**config.mk**
```make
export PLATFORM = sky130hd
export DESIGN_NAME = instr_fetch
export DESIGN_NICKNAME = d
export VERILOG_FILES = /design/src/rtl/cpu_pkg.sv /design/src/rtl/next_pc_calc.sv /design/src/rtl/instr_fetch.sv
export SDC_FILE = /design/constraint.sdc
export NUM_CORES = 1
export LEC_CHECK = 0
export CELL_PAD_IN_SITES_DETAIL_PLACEMENT = 0
export CELL_PAD_IN_SITES_GLOBAL_PLACEMENT = 1
export CORE_MARGIN = 2
export CORE_UTILIZATION = 36
export CTS_CLUSTER_DIAMETER = 80
export DETAILED_ROUTE_END_ITERATION = 12
export PLACE_DENSITY = 0.87
export SLEW_MARGIN = 20
export SYNTH_ARGS = -nofsm -noshare
export SYNTH_HDL_FRONTEND = slang
export SYNTH_SLANG_ARGS = --single-unit
export TNS_END_PERCENT = 5
```
**constraint.sdc**
```tcl
create_clock -name clk -period 1.6 [get_ports clk]
set_input_delay 0.32 -clock clk [delete_from_list [all_inputs] [get_ports clk]]
set_output_delay 0.32 -clock clk [all_outputs]
set_load 0.05 [all_outputs]
```
**src/rtl/cpu_pkg.sv**
```systemverilog
// Shared definitions for the 4-bit CPU fetch path.
//   OP_JMP / OP_JNC : opcodes that redirect the program counter
//   fetch_state_t   : instr_fetch FSM states
//   ADDR_W_DEF / DATA_W_DEF : default PC/ROM address and instruction widths
package cpu_pkg;

  localparam int unsigned ADDR_W_DEF = 4;
  localparam int unsigned DATA_W_DEF = 8;

  localparam logic [3:0] OP_JMP = 4'b1111;
  localparam logic [3:0] OP_JNC = 4'b1110;

  typedef enum logic [2:0] {
    S_IDLE,
    S_FETCH,
    S_WAIT,
    S_DECODE,
    S_ISSUE,
    S_HALT
  } fetch_state_t;

endpackage

```
**src/rtl/next_pc_calc.sv**
```systemverilog
// Combinational next-PC selection.
//   opcode, imm : decoded instruction fields
//   cur_pc      : address the instruction was fetched from
//   carry       : ALU carry flag
//   next_pc     : JMP -> imm; JNC with carry clear -> imm; otherwise cur_pc+1 (wraps)
module next_pc_calc
  import cpu_pkg::*;
#(
  parameter int unsigned ADDR_W = ADDR_W_DEF
) (
  input  logic [3:0]        opcode,
  input  logic [3:0]        imm,
  input  logic [ADDR_W-1:0] cur_pc,
  input  logic              carry,
  output logic [ADDR_W-1:0] next_pc
);

  always_comb begin
    next_pc = cur_pc + ADDR_W'(1);
    if ((opcode == OP_JMP) || ((opcode == OP_JNC) && !carry)) begin
      next_pc = ADDR_W'(imm);
    end
  end

endmodule

```
**src/rtl/instr_fetch.sv**
```systemverilog
// Instruction fetch stage: reads one word from ROM at pc_in over a req/ack
// handshake, holds it in the instruction register, computes the next PC and
// hands it back to program_counter with a one-cycle pc_load strobe.
//   clk, rst_n          : clock, asynchronous active-low reset
//   pc_in               : current PC from program_counter
//   carry_flag          : ALU carry, sampled in DECODE
//   rom_addr/rom_req    : ROM read address / request
//   rom_ack/rom_data    : ROM data valid / read data
//   stall               : downstream not ready
//   ir_valid,opcode,imm : decoded instruction, valid while issuing
//   next_pc, pc_load    : PC to load into program_counter and its strobe
//   fetch_err           : sticky ROM timeout flag
module instr_fetch
  import cpu_pkg::*;
#(
  parameter int unsigned ADDR_W  = ADDR_W_DEF,
  parameter int unsigned DATA_W  = DATA_W_DEF,
  parameter int unsigned TIMEOUT = 15
) (
  input  logic              clk,
  input  logic              rst_n,
  input  logic [ADDR_W-1:0] pc_in,
  input  logic              carry_flag,
  output logic [ADDR_W-1:0] rom_addr,
  output logic              rom_req,
  input  logic              rom_ack,
  input  logic [DATA_W-1:0] rom_data,
  input  logic              stall,
  output logic              ir_valid,
  output logic [3:0]        opcode,
  output logic [3:0]        imm,
  output logic [ADDR_W-1:0] next_pc,
  output logic              pc_load,
  output logic              fetch_err
);

  localparam int unsigned CNT_W = $clog2(TIMEOUT + 1);

  fetch_state_t      state, state_nxt;
  logic [DATA_W-1:0] ir;
  logic [CNT_W-1:0]  wait_cnt;
  logic              timeout_hit;
  logic [ADDR_W-1:0] calc_pc;

  assign opcode = ir[DATA_W-1 -: 4];
  assign imm    = ir[3:0];

  // Counter holds the number of ack-less WAIT cycles already spent; the
  // current cycle is the TIMEOUT-th one when it reads TIMEOUT-1.
  assign timeout_hit = (wait_cnt == CNT_W'(TIMEOUT - 1));

  // Handshake/issue strobes decode straight from the state register so that
  // the asynchronous reset clears them immediately.
  assign rom_req  = (state == S_WAIT);
  assign ir_valid = (state == S_ISSUE);
  assign pc_load  = (state == S_ISSUE) && !stall;

  next_pc_calc #(
    .ADDR_W(ADDR_W)
  ) u_next_pc_calc (
    .opcode (opcode),
    .imm    (imm),
    .cur_pc (rom_addr),
    .carry  (carry_flag),
    .next_pc(calc_pc)
  );

  always_ff @(posedge clk or negedge rst_n) begin
    if (!rst_n) begin
      state <= S_IDLE;
    end else begin
      state <= state_nxt;
    end
  end

  always_comb begin
    state_nxt = state;
    case (state)
      S_IDLE:   state_nxt = S_FETCH;
      S_FETCH:  state_nxt = S_WAIT;
      S_WAIT: begin
        if (rom_ack) begin
          state_nxt = S_DECODE;
        end else if (timeout_hit) begin
          state_nxt = S_HALT;
        end
      end
      S_DECODE: state_nxt = S_ISSUE;
      S_ISSUE: begin
        if (!stall) begin
          state_nxt = S_FETCH;
        end
      end
      S_HALT:   state_nxt = S_HALT;
      default:  state_nxt = S_IDLE;
    endcase
  end

  always_ff @(posedge clk or negedge rst_n) begin
    if (!rst_n) begin
      ir        <= '0;
      rom_addr  <= '0;
      next_pc   <= '0;
      fetch_err <= 1'b0;
      wait_cnt  <= '0;
    end else begin
      case (state)
        S_FETCH: begin
          rom_addr <= pc_in;
          wait_cnt <= '0;
        end
        S_WAIT: begin
          if (rom_ack) begin
            ir <= rom_data;
          end else if (timeout_hit) begin
            fetch_err <= 1'b1;
          end else begin
            wait_cnt <= wait_cnt + CNT_W'(1);
          end
        end
        S_DECODE: next_pc <= calc_pc;
        default: ;
      endcase
    end
  end

endmodule

```
# Word level (Yosys, flattened, before mapping)
# Index checks and enable logic that the tools add are counted.
op_classes:
  n_eq_ne: 12
  addsub: 2
  bitwise_logic: 1
  mul: 0
  muxes: 8
  div: 0
  order_cmp: 0
  n_shift: 0
  n_reduce_logical: 11
ops:
  columns: ["op", "n"]
  rows:
  - ["one-hot mux 3 bit (6 select lines)", 1]
  - ["equality test 4 bit, second input constant", 3]
  - ["two-way mux 4 bit", 3]
  - ["two-way mux 3 bit", 3]
  - ["adder 4 x 1 -> 4 bit, second input constant", 2]
  - ["one-hot mux 4 bit (2 select lines)", 1]
  - ["equality test 3 x 2 -> 1 bit, second input constant", 2]
  - ["equality test 3 bit, second input constant", 2]
  - ["inequality test 2 bit, second input constant", 3]
  - ["AND reduction 3 bit", 2]
  - ["AND reduction 2 bit", 2]
  - ["equality test 3 x 1 -> 1 bit, second input constant", 1]
  - ["zero test 3 bit", 1]
  - ["inequality test 3 x 1 -> 1 bit, second input constant", 1]
  - ["logical AND 1 bit", 2]
  - ["zero test 1 bit", 2]
  - ["nonzero test 2 bit", 1]
  - ["logical OR 1 bit", 1]
  - ["NOT 1 bit", 1]
totals:
  word_cells: 40
  out_inout_bits: 20
  regBits: 24
  latch_bits: 0
  n_memories: 0
  romBits: 0
  inputBits: 17
  ram_bits: 0

# Longest topological paths before layout
depth:
  depth_word: 4
  depth_mapped: 5
  ltp_nobuf: 5

# By module
# From an unflattened synthesis, not the netlist that was laid out.
unflattened:
  hier_cells: 102
  hier_area_um2: 1226.2
by_module_without_submodules:
  columns: ["module", "seq_area_each_um2", "area_per_inst_um2", "cells_each", "n_inst"]
  rows:
  - ["instr_fetch", 600.6, 1113.6, 90, 1]
  - ["next_pc_calc", 0.0, 112.6, 12, 1]

# Least setup slack after synthesis
# No wires, ideal clock.
synth_timing:
  kind: "register to output"
  startpoint: "reg state[2]"
  endpoint: "out pc_load"
  required_ps: 1280
  stages_incl_launch_ff: 3
  t_arrival_ps: 2240
  path_slack_ps: -960
  n_path_buf: 0
  path_cell_list: "dfrtp_1 nor3b_1 and2_1"
synth_between:
  elab_chain_cells: 2
synth_rtl:
  columns: ["item", "line", "source"]
  rows:
  - ["start, declared", "instr_fetch.sv:39", "fetch_state_t state, state_nxt;"]
  - ["start signal, assigned", "instr_fetch.sv:72", "state <= state_nxt;"]
  - ["equality test 3 bit", null, null]
  - ["named net ir_valid", "instr_fetch.sv:29", "output logic ir_valid,"]
  - ["logical AND 1 bit", "instr_fetch.sv:56", "assign pc_load = (state == S_ISSUE) && !stall;"]
  - ["end, declared", "instr_fetch.sv:33", "output logic pc_load,"]
# The timed path passes the listed nets, and every way through them passes these cells.

# Worst setup path after layout
layout_timing:
  startpoint: "reg state[2]"
  endpoint: "out rom_req"
layout_between:
  elab_chain_cells: 1
layout_rtl:
  columns: ["item", "line", "source"]
  rows:
  - ["equality test 3 x 2 -> 1 bit", "instr_fetch.sv:54", "assign rom_req = (state == S_WAIT);"]
  - ["end, declared", "instr_fetch.sv:25", "output logic rom_req,"]
# Every way passes these cells.

==> reports/qor.log <==
INFO  run_status     run_status=finished with violations
INFO  run_status     failed_checks=negative setup slack
INFO  setup_path     reg_to_reg_slack_setup=-0.02ns
INFO  setup_path     cp_data_required_time=1.28ns
INFO  synth          synth_largest_type_area_fraction=49.74%
INFO  synth          syn_avg_cell_area=12.58um^2
INFO  synth          post_syn_nets=116
INFO  timing         tightestPinTransition=0.3726ns
INFO  placed_design  pre_cts_slack=0.06236ns
INFO  synth          synthesis.area=0.001207mm^2
INFO  drt            dr.pass1.iters=5
INFO  hold_path      hp-class=in -> async
INFO  floorplanning  die-area=0.003833mm^2
INFO  clock_network  tritoncts=built
INFO  drt            finalWirelength=2664um
INFO  setup_path     critPathLaunch=state[2]$_DFFE_PN0P_
INFO  layout         area_delta_synth_final=54.92%
INFO  placed_design  portBuffers=36
INFO  synth          netlist.top_cell.by_area=sky130_fd_sc_hd__dfrtp_1
INFO  drt            routed_wire_length_per_instance=13.80um
INFO  synth          async_flop_share=100.0%
INFO  drt            vias=929
INFO  drt            drc=0
INFO  layout         fraction_of_final_layout_cells_sized_beyond_drive_strength_1=37.41%
INFO  setup_path     critical-path-top-delay-family=flip-flops
INFO  layout         total_area_of_multi_input_combinational_cells=570.5um^2
INFO  placed_design  place_area=0.001759mm^2
INFO  timing         relSlewSlack=75.05%
INFO  synth          synth_sequential_area_ratio=49.74%
INFO  timing         finalSetupTns=-0.2077ns
INFO  timing         max_clock_freq=582.6MHz
INFO  floorplanning  die_width=61.91um
INFO  clock_network  maximum_clock_insertion_buffer_count=2
INFO  global_routing grt_usage=14.63%
INFO  clock_network  clock-sinks=24
INFO  global_routing grt_first_pass_wirelength=4146um
INFO  setup_path     rr_worst_depth=5
INFO  clock_network  clock_transition_at_path_regs=0.13ns
INFO  layout         num_antenna_cells=0
INFO  setup_path     crit_top_cell=sky130_fd_sc_hd__buf_6
INFO  synth          synthesis.yosys.warnings=0
INFO  synth          synth_seq_cells=24
INFO  pwr            power.static_leakage=0.8872nW
INFO  synth          synth-main-ff-cell=sky130_fd_sc_hd__dfrtp_1
INFO  pwr            cellPowerDensity=2259mW/mm^2
INFO  synth          synth.mux.area_fraction=18.24%
INFO  layout         finish.instance_area=0.001871mm^2
INFO  synth          synth_top_family_by_area=multiplexers
INFO  placed_design  final_hpwl_from_detailed_placement=1965um
INFO  synth          synth_compound_area_share=10.47%
INFO  synth          number_of_distinct_library_cell_variants_in_the_gate_level_netlist_after_synthesis=34
INFO  timing         timing.final.max_slew_violations=0
INFO  layout         final_net_count=168
INFO  synth          synthMostInstantiatedCell=sky130_fd_sc_hd__dfrtp_1
INFO  setup_path     timing.critical_path.buf_inv=3
INFO  synth          synth_xor_area_share=0.7254%
INFO  setup_path     path_max_fanout=4
INFO  drt            remaining_antenna_violation_count_after_routing=0
INFO  timing         fin_crit_sh=107.3%
INFO  layout         seqCellArea=603.1um^2
INFO  floorplanning  design.core.area=0.003284mm^2
INFO  pwr            internal_power=2.341mW
INFO  floorplanning  fp-row-count=21
INFO  pwr            swShare=44.59%
INFO  setup_path     critical_path.max_stage_delay=0.44ns
INFO  timing         rsz0062_at_grt=true
INFO  pwr            power.switching=1.884mW
INFO  floorplanning  boundaryPins=37
INFO  layout         fill_cells=294
INFO  setup_path     timing.setup.critical_path_class=reg -> out
INFO  synth          post_synth_inst_count=96
INFO  clock_network  worstSkewPairLatency=0.31ns
INFO  setup_path     worstSetupPathDepth=4
INFO  synth          yosys-top-cells-count=sky130_fd_sc_hd__dfrtp_1, sky130_fd_sc_hd__mux2_4, sky130_fd_sc_hd__nand2_1
INFO  drt            post_drt_via_cell_ratio=4.813
INFO  timing         setup_viol=8
INFO  setup_path     crit_path_to=rom_req
INFO  global_routing antenna_found_initial=0
INFO  clock_network  cts_made_buffers=3
INFO  setup_path     critPathLaunchType=flip-flop
INFO  global_routing number_of_global_route_vias_before_repair=911
INFO  setup_path     critical_path.endpoint_type=output port
INFO  timing         setup_slack=-0.1166ns
INFO  timing         finalClockSkew=0.01136ns
INFO  clock_network  cts.htree.levels=1
INFO  synth          yosys.area_share.simple=13.58%
INFO  pwr            pwr-share-seq=29.4%
INFO  pwr            clock_power_share=6.4%
INFO  setup_path     cp_cell_sequence=buf_6, nor3b_4, buf_6, buf_12
INFO  setup_path     critPathSlowestCell=sky130_fd_sc_hd__dfrtp_1
INFO  setup_path     rr_endpoint=ir[0]$_DFFE_PN0P_
INFO  clock_network  ctsRootBufferMaster=sky130_fd_sc_hd__clkbuf_4
INFO  global_routing grt_max_degree=25
INFO  setup_path     worst-endpoint-arrival=1.40ns
INFO  synth          number_of_enable_flip_flop_cells_after_synthesis=0
INFO  setup_path     r2r-start=state[2]$_DFFE_PN0P_
INFO  floorplanning  die-height=61.91um
INFO  global_routing global_route.overflow_total=0
INFO  drt            initialDrtViolationCount=46
INFO  timing         finalWorstPathRequiredPeriod=1.717ns
INFO  synth          synthAdderAreaFrac=3.109%
INFO  placed_design  finalWeightedCongestion=0.8210
INFO  timing         hold_violation_total_from_the_final_report=0
INFO  synth          ys_top_cells_by_area=sky130_fd_sc_hd__dfrtp_1, sky130_fd_sc_hd__mux2_4, sky130_fd_sc_hd__mux2i_1
INFO  flow_run       cap_violations=0
INFO  floorplanning  floorplan.initialDensity=36.76%
INFO  pwr            comb_power_share=64.2%
INFO  pwr            worst_ir_drop_vdd=0.6493mV
routing by layer:
layer | part of all wire (%) | global-route usage, % | vias to the layer above
met5 | 0 | 0 | -
met4 | 0.60 | 4.255 | 0
met3 | 4.9 | 2.692 | 2
met2 | 51 | 25.26 | 29
met1 | 43 | 18.70 | 442
li1 | - | - | 456
through the flow:
| step | cells | hold WS [ns] | utilization, % | power (mW) |
|---|---|---|---|---|
| global placement | 179 | 0.4788 | 53.56 | 3.742 |
| global route | 193 | 0.3587 | 56.95 | 4.466 |
| finish | 193 | 0.3610 | 56.95 | 4.225 |
| CTS | 189 | 0.3634 | 56.04 | 4.185 |
| detailed placement | 179 | 0.4961 | 53.56 | 3.799 |
| floorplan | 96 | 0.02441 | - | 2.733 |
power groups by stage:
| stage | clock network (mW) | registers (mW) | logic [mW] |
|---|---|---|---|
| floorplan | 0 | 1.86 | 0.877 |
| global placement | 0 | 1.25 | 2.49 |
| detailed placement | 0 | 1.27 | 2.53 |
| CTS | 0.279 | 1.24 | 2.67 |
| global route | 0.313 | 1.29 | 2.87 |
| finish | 0.271 | 1.24 | 2.71 |
worst min path at each step:
| stage | to | slack (ns) | depth (start not counted) |
|---|---|---|---|
| 2_1_floorplan | fetch_err$_DFFE_PN0P_ | 0.02 | 0 |
| 3_3_place_gp | wait_cnt[3]$_DFFE_PN0P_ | 0.48 | 1 |
| 3_5_place_dp | next_pc[3]$_DFFE_PN0P_ | 0.50 | 1 |
| 4_1_cts | ir[5]$_DFFE_PN0P_ | 0.36 | 2 |
| 5_1_grt | next_pc[2]$_DFFE_PN0P_ | 0.36 | 2 |
| 6_report | next_pc[1]$_DFFE_PN0P_ | 0.36 | 2 |
cells by family after synthesis:
logic type	Yosys count
AOI/OAI and AO/OA	19
xor gates and xnor gates	1
adders and majority gates	3
buffers and inverters	7
DFF	24
muxes	16
and+or+nand+nor	26
flip-flops by register name, indices dropped and copies added, names as in the netlist:
signal	count
fetch_err	1
next_pc	4
rom_addr	4
ir	8
wait_cnt	4
state	3
layout make-up:
class                   count  share of cell area (%)
multi-input cells          65                   30.50
inverters                   4                  0.8027
repair buffers             50                   31.97
well taps                  46                   3.077
flip-flops and latches     24                   32.24
clock buffers               4                   1.405
cell usage in the layout, fill, tap and decap left out, drive strengths merged, types with 2 or more instances in the layout:
cell type       n
a21o            2
a31oi           4
and2            2
and3            2
buf            34
clkbuf          4
clkdlybuf4s50  16
dfrtp          24
ha              3
inv             4
mux2           12
mux2i           4
nand2           6
nand3           5
nor2            2
nor2b           2
nor3b           2
o21ai           5
repair_timing:
action	in CTS	in global routing
pin swaps	1	1
setup endpoints to repair	2	10
hold buffers	0	0
buffers inserted	6	4
resized for setup	3	0
Note: power is estimated with default switching activity, not from simulation.
